$ cat src/rtl/keypad_pkg.sv
// Shared keypad types: key coordinates, emulator FSM states and matrix size.
package keypad_pkg;

  localparam int ROWS = 4;
  localparam int COLS = 4;

  typedef logic [1:0] kp_idx_t;

  typedef struct packed {
    kp_idx_t row;
    kp_idx_t col;
  } kp_key_t;

  typedef enum logic [2:0] {
    IDLE           = 3'd0,
    PRESS_BOUNCE   = 3'd1,
    HOLD           = 3'd2,
    RELEASE_BOUNCE = 3'd3,
    GAP            = 3'd4
  } kp_emu_state_t;

  // Round an odd toggle count up so bounce bursts end on the stated level.
  function automatic int unsigned even_up(input int unsigned n);
    return n + (n % 32'd2);
  endfunction

endpackage

$ cat src/rtl/keypad_emulator_sync2.sv
// Four-bit two-flop synchronizer; idles at the released (high) level.
module sync2 (
  input  logic       clk,
  input  logic       reset,
  input  logic [3:0] d,
  output logic [3:0] q
);

  logic [3:0] meta;

  // Two-stage capture of the asynchronous column drive.
  always_ff @(posedge clk or negedge reset) begin
    if (!reset) begin
      meta <= 4'hF;
      q    <= 4'hF;
    end else begin
      meta <= d;
      q    <= meta;
    end
  end

endmodule

$ cat src/rtl/keypad_emulator.sv
// Keypad matrix responder: closes one emulated key with bounce, hold and gap
// phases and answers the scanner's column drive on the row pins.
module keypad_emulator
  import keypad_pkg::*;
#(
  parameter int BOUNCE_EDGES  = 4,
  parameter int BOUNCE_CYCLES = 256,
  parameter int GAP_CYCLES    = 1024,
  parameter int CNT_W         = 24
) (
  input  logic             clk,
  input  logic             reset,
  input  logic [3:0]       cols,
  output logic [3:0]       rows,
  input  logic             req_valid,
  input  logic [3:0]       req_key,
  input  logic [CNT_W-1:0] req_hold,
  output logic             req_ready,
  output logic             busy,
  output logic             done,
  output logic             contact
);

  localparam int unsigned      EDGES       = even_up(BOUNCE_EDGES);
  localparam bit               NO_BOUNCE   = (EDGES == 0);
  localparam logic [CNT_W-1:0] CNT_ZERO    = {CNT_W{1'b0}};
  localparam logic [CNT_W-1:0] CNT_ONE     = {{(CNT_W-1){1'b0}}, 1'b1};
  localparam logic [CNT_W-1:0] BOUNCE_LOAD = CNT_W'(BOUNCE_CYCLES - 1);
  localparam logic [CNT_W-1:0] GAP_LOAD    = CNT_W'(GAP_CYCLES - 1);
  localparam logic [CNT_W-1:0] EDGE_LOAD   = CNT_W'(EDGES);

  kp_emu_state_t    state, next_state;
  logic [CNT_W-1:0] cnt, next_cnt;
  logic [CNT_W-1:0] edges, next_edges;
  logic [CNT_W-1:0] hold, next_hold;
  kp_key_t          key, next_key;
  logic [CNT_W-1:0] eff_hold;
  logic             accept;
  logic [3:0]       cols_s;
  logic [3:0]       row_drive;
  logic             next_contact, next_done, next_ready, next_busy;

  sync2 u_sync (
    .clk   (clk),
    .reset (reset),
    .d     (cols),
    .q     (cols_s)
  );

  assign accept   = req_valid & req_ready;
  assign eff_hold = (req_hold == CNT_ZERO) ? CNT_ONE : req_hold;

  // State, phase counters and the latched request.
  always_ff @(posedge clk or negedge reset) begin
    if (!reset) begin
      state <= IDLE;
      cnt   <= CNT_ZERO;
      edges <= CNT_ZERO;
      hold  <= CNT_ZERO;
      key   <= kp_key_t'(4'h0);
    end else begin
      state <= next_state;
      cnt   <= next_cnt;
      edges <= next_edges;
      hold  <= next_hold;
      key   <= next_key;
    end
  end

  // Phase sequencing: each phase loads its counter on entry and leaves at zero.
  always_comb begin
    next_state = state;
    next_cnt   = cnt;
    next_edges = edges;
    next_hold  = hold;
    next_key   = key;
    case (state)
      IDLE: begin
        if (accept) begin
          next_key  = kp_key_t'(req_key);
          next_hold = eff_hold;
          if (NO_BOUNCE) begin
            next_state = HOLD;
            next_cnt   = eff_hold - CNT_ONE;
            next_edges = CNT_ZERO;
          end else begin
            next_state = PRESS_BOUNCE;
            next_cnt   = BOUNCE_LOAD;
            next_edges = EDGE_LOAD;
          end
        end else begin
          next_state = IDLE;
        end
      end
      PRESS_BOUNCE: begin
        if (cnt != CNT_ZERO) begin
          next_cnt = cnt - CNT_ONE;
        end else if (edges <= CNT_ONE) begin
          next_state = HOLD;
          next_cnt   = hold - CNT_ONE;
          next_edges = CNT_ZERO;
        end else begin
          next_cnt   = BOUNCE_LOAD;
          next_edges = edges - CNT_ONE;
        end
      end
      HOLD: begin
        if (cnt != CNT_ZERO) begin
          next_cnt = cnt - CNT_ONE;
        end else if (NO_BOUNCE) begin
          next_state = GAP;
          next_cnt   = GAP_LOAD;
        end else begin
          next_state = RELEASE_BOUNCE;
          next_cnt   = BOUNCE_LOAD;
          next_edges = EDGE_LOAD;
        end
      end
      RELEASE_BOUNCE: begin
        if (cnt != CNT_ZERO) begin
          next_cnt = cnt - CNT_ONE;
        end else if (edges <= CNT_ONE) begin
          next_state = GAP;
          next_cnt   = GAP_LOAD;
          next_edges = CNT_ZERO;
        end else begin
          next_cnt   = BOUNCE_LOAD;
          next_edges = edges - CNT_ONE;
        end
      end
      GAP: begin
        if (cnt != CNT_ZERO) begin
          next_cnt = cnt - CNT_ONE;
        end else begin
          next_state = IDLE;
          next_cnt   = CNT_ZERO;
        end
      end
      default: begin
        next_state = IDLE;
        next_cnt   = CNT_ZERO;
        next_edges = CNT_ZERO;
      end
    endcase
  end

  // Output decode from the upcoming state; bounce level follows the edge parity.
  always_comb begin
    next_contact = 1'b0;
    next_done    = (next_state == GAP) && (next_cnt == CNT_ZERO);
    next_ready   = (next_state == IDLE);
    next_busy    = (next_state != IDLE);
    case (next_state)
      PRESS_BOUNCE:   next_contact = ~next_edges[0];
      HOLD:           next_contact = 1'b1;
      RELEASE_BOUNCE: next_contact = next_edges[0];
      default:        next_contact = 1'b0;
    endcase
  end

  // Registered handshake and status outputs.
  always_ff @(posedge clk or negedge reset) begin
    if (!reset) begin
      contact   <= 1'b0;
      done      <= 1'b0;
      req_ready <= 1'b0;
      busy      <= 1'b0;
    end else begin
      contact   <= next_contact;
      done      <= next_done;
      req_ready <= next_ready;
      busy      <= next_busy;
    end
  end

  // Only the latched row may be pulled low, and only while its column is driven.
  always_comb begin
    row_drive = 4'hF;
    for (int r = 0; r < ROWS; r++) begin
      row_drive[r] = ~(contact & (key.row == kp_idx_t'(r)) & ~cols_s[key.col]);
    end
  end

  // Row pin register.
  always_ff @(posedge clk or negedge reset) begin
    if (!reset) begin
      rows <= 4'hF;
    end else begin
      rows <= row_drive;
    end
  end

endmodule

$ cat config.mk
export PLATFORM = sky130hd
export DESIGN_NAME = keypad_emulator
export DESIGN_NICKNAME = d
export VERILOG_FILES = /design/src/rtl/keypad_pkg.sv /design/src/rtl/keypad_emulator_sync2.sv /design/src/rtl/keypad_emulator.sv
export SDC_FILE = /design/constraint.sdc
export NUM_CORES = 1
export LEC_CHECK = 0
export CAP_MARGIN = 20
export CORE_ASPECT_RATIO = 1.1
export CORE_UTILIZATION = 55
export CTS_CLUSTER_DIAMETER = 60
export DETAILED_ROUTE_END_ITERATION = 12
export PLACE_DENSITY = 0.81
export SLEW_MARGIN = 20
export SYNTH_ARGS = -nofsm -noshare
export SYNTH_HDL_FRONTEND = slang
export SYNTH_SLANG_ARGS = --single-unit
$ cat constraint.sdc
create_clock -name clk -period 3.52 [get_ports clk]
set_clock_uncertainty 0.15 [all_clocks]
set_input_delay 0.88 -clock clk [delete_from_list [all_inputs] [get_ports clk]]
set_output_delay 0.88 -clock clk [all_outputs]
set_load 0.01 [all_outputs]
==> run metrics <==
Max IR drop VDD=about 270 uV; CTS H-tree depth=3; reg2reg end=done$_DFF_PN0_; delay-heaviest family, CP=simple AND/OR/NAND/NOR gates; detailed-route wire length per cell=19.29 um; initial antenna violation count=0; worst r2r src=cnt[0]$_DFF_PN0_; number of detailed-route iterations in the first pass=5; # port buffers=42; vias in the first global route=about 4700; Post-synth top cells=dfrtp_1, nor2_1, o21ai_0; clk sink count=95; CTS Root Cell=clkbuf_8; Max-slew headroom=50.04%; top cell type's share of synthesized area=38.41%; leakage power=between 0.002 and 0.003 uW; minimum clock period=3.323 ns; CORE AREA=around 0.0094 sq mm; startpoint types=register; final setup vio count=0; compound-cell area share of the yosys netlist=between 15 and 20%; final wirelength=roughly 15000 um; Critical Path RT=between 3 and 4 ns; Post-DRT Antenna Nets=0; Hold Startpoint=u_sync.meta[1]$_DFF_PN1_; DP Wirelength=between 10000 and 15000 um; largest net degree at the start of global routing=56; Rows=37; unrepaired setup endpoints after global routing=no; Iter 0 DRT Violations=between 500 and 600; CP Capture Type=register; area delta synth->final=17.17%; asr flop ratio synth=between 90% and 100%; first-pass GRT wire length=24090 um; ys flop type=dfrtp_1; main combinational cell family by area after synthesis=simple AND/OR/NAND/NOR gates; Final Slew Violations=0; synth top area cells=dfrtp_1, dfstp_2, mux2_2, o21ai_0, xnor2_1; setup_tns=0 ns; Synth Cell Area=between 0.005 and 0.006 sq mm; Worst-path clk slew=0.10 ns; synthesis-stage register bit count=95; filler-free cell count of the finished design=between 700 and 800; total gr overflow=0; post-synthesis mux area share=between 6 and 7%; XOR/XNOR Fraction of Synth Area=approximately 6%; max cap viols=0; layout cells sized above 1=16.38%; Post-CTS Setup Bufs=0; Syn. warnings=0; reg2reg setup slack=~0.20 ns; CTS Buf Count=9; IO Pins=43; Least-Margin Pin Slew=~0.75 ns; Register-to-Register Path Depth=10; CP max stage cell=or4b_1; Syn Nets=~610; clk_lat worst skew=0.37 ns; Post-layout nets=670; Adder-Cell Fraction of Synth Area=1.157%; Via Count=~4800; Simple-Gate Fraction of Synth Area=25.08%; CP Max Fanout=6; most common cell in the synthesized netlist=dfrtp_1; worst min-delay path endpoint=u_sync.q[1]$_DFF_PN1_; Yosys cell types=70; Die Span X=around 97 um; Post-Synthesis Cells=566; n_diodes=0; Die ar.=a little over 0.01 sq mm; hold-critical path depth=0; clock buffer depth=2; Placed Cells=roughly 740; Hold WC Path Type=register to register; status=complete, no violations; starting density of the core=57.26%; GRT Util Overall=30.83%; CP Class=register to register; Tcrit/Tclk final=~94%; EDFF count, synth=0; Die Ht=about 110 um; post-synth top area cell=dfrtp_1; crit path DAT=3.45 ns; Final Hold Fails=0; mean area per synthesized cell=roughly 9.6 sq um; gpl congestion=just over 1; CP Buf/Inv Count=1; CP peak stage delay=0.48 ns; worst path cell trace=inv_1 -> ha_1 -> nor3b_2 -> nand4_2 -> nor4_4 -> o211ai_1 -> o21a_1 -> nor4_2 -> or4b_1 -> nor4_2; Critical Path Most Common Cell=nor4_2; Seq/Total Area, Yosys=about 44%; DR DRC count=0; Cell Pwr Density=298.6 mW/mm^2; CTS tree=done; highest clock rate=between 0.3 and 0.4 GHz; Via density=approximately 6.4
==> cells in the final DEF (no fill, tap or decap), drive strengths merged, types with 8 or more instances in the layout <==
cell type	synthesis	final
dfrtp	83	83
nor2	57	57
o21ai	52	52
clkdlybuf4s50	0	41
nand2	39	39
nor3	31	31
buf	5	30
nor4	27	27
mux2	26	26
xnor2	25	25
a21oi	20	20
nand3	19	19
inv	10	14
xor2	12	12
dfstp	12	12
clkbuf	13	11
nand4	10	10
or3	9	9
o211ai	9	9
or4	9	9
nand2b	8	8
==> worst max-delay path by stage <==
stage / cells after the start / end / slack, ns / startpoint
6_report: 10 / done$_DFF_PN0_ / 0.20 / cnt[0]$_DFF_PN0_
5_1_grt: 10 / done$_DFF_PN0_ / 0.04 / hold[0]$_DFFE_PN0P_
4_1_cts: 10 / done$_DFF_PN0_ / 0.16 / cnt[0]$_DFF_PN0_
3_5_place_dp: 10 / done$_DFF_PN0_ / 0.18 / cnt[0]$_DFF_PN0_
3_3_place_gp: 9 / done$_DFF_PN0_ / 0.26 / req_valid
2_1_floorplan: 10 / done$_DFF_PN0_ / 0.53 / hold[0]$_DFFE_PN0P_
==> repair_timing <==
action / 4_1_cts / 5_1_grt
resized for setup: 0 / 2
hold endpoints to repair: 0 / 0
hold buffers: 0 / 0
setup endpoints to repair: 0 / 1
==> flip-flops by register name, summed over array words and instances (netlist names) <==
register     flops
hold            24
busy             1
cnt             24
done             1
u_sync.q         4
req_ready        1
state            3
u_sync.meta      4
contact          1
edges           24
key              4
rows             4
==> metrics by stage <==
stage	cell area, sq um	hold WS (ns)	util [%]	setup slack, ns	power, uW
floorplan	5408	0.1952	-	0.5255	1123
detailed placement	6126	0.1972	64.86	0.1770	1191
global placement	6126	0.1963	64.86	0.2596	1189
CTS	6322	0.2043	66.94	0.1557	1903
global route	6336	0.2017	67.09	0.03900	1950
finish	6336	0.2088	67.09	0.1966	1892
==> cells by family after synthesis <==
kind of cell / Yosys count
AO/OA/AOI/OAI: 131
adder cells (fa/ha/maj): 5
flip-flops: 95
XOR/XNOR: 37
AND/OR/NAND/NOR: 242
multiplexers: 28
buffers and inverters: 28
==> worst reg2reg max path, delay by kind of cell, from the launching register on <==
family / cells / cell delay (ns)
AOI/OAI and AO/OA: 2 / 0.53
DFF: 1 / 0.44
and+or+nand+nor: 6 / 1.80
buffers and inverters: 1 / 0.15
adders and majority gates: 1 / 0.16
==> power by group <==
group | leakage [uW] | switching, uW | internal (uW)
clock | 0.0000989 | 415 | 309
sequential | 0.00114 | 1.35 | 1100
combinational | 0.00134 | 31.3 | 36.7
==> final cells by class <==
cell class	count	area, sq um
clock buffer	11	151.4
inverter	10	37.54
clock inverter	5	45.04
tap	117	146.4
fill	774	3108
sequential	95	2392
multi-input combinational	443	2928
timing repair buffer	71	635.6
==> per-layer routing <==
layer	up-vias	share of wire, %	global-route usage, %
li1	2237	-	-
met1	2349	45	44.98
met2	205	47	47.89
met3	22	6.0	4.149
met4	0	1.7	8.718
met5	-	0	0
Power figures use the tool's default switching activity.
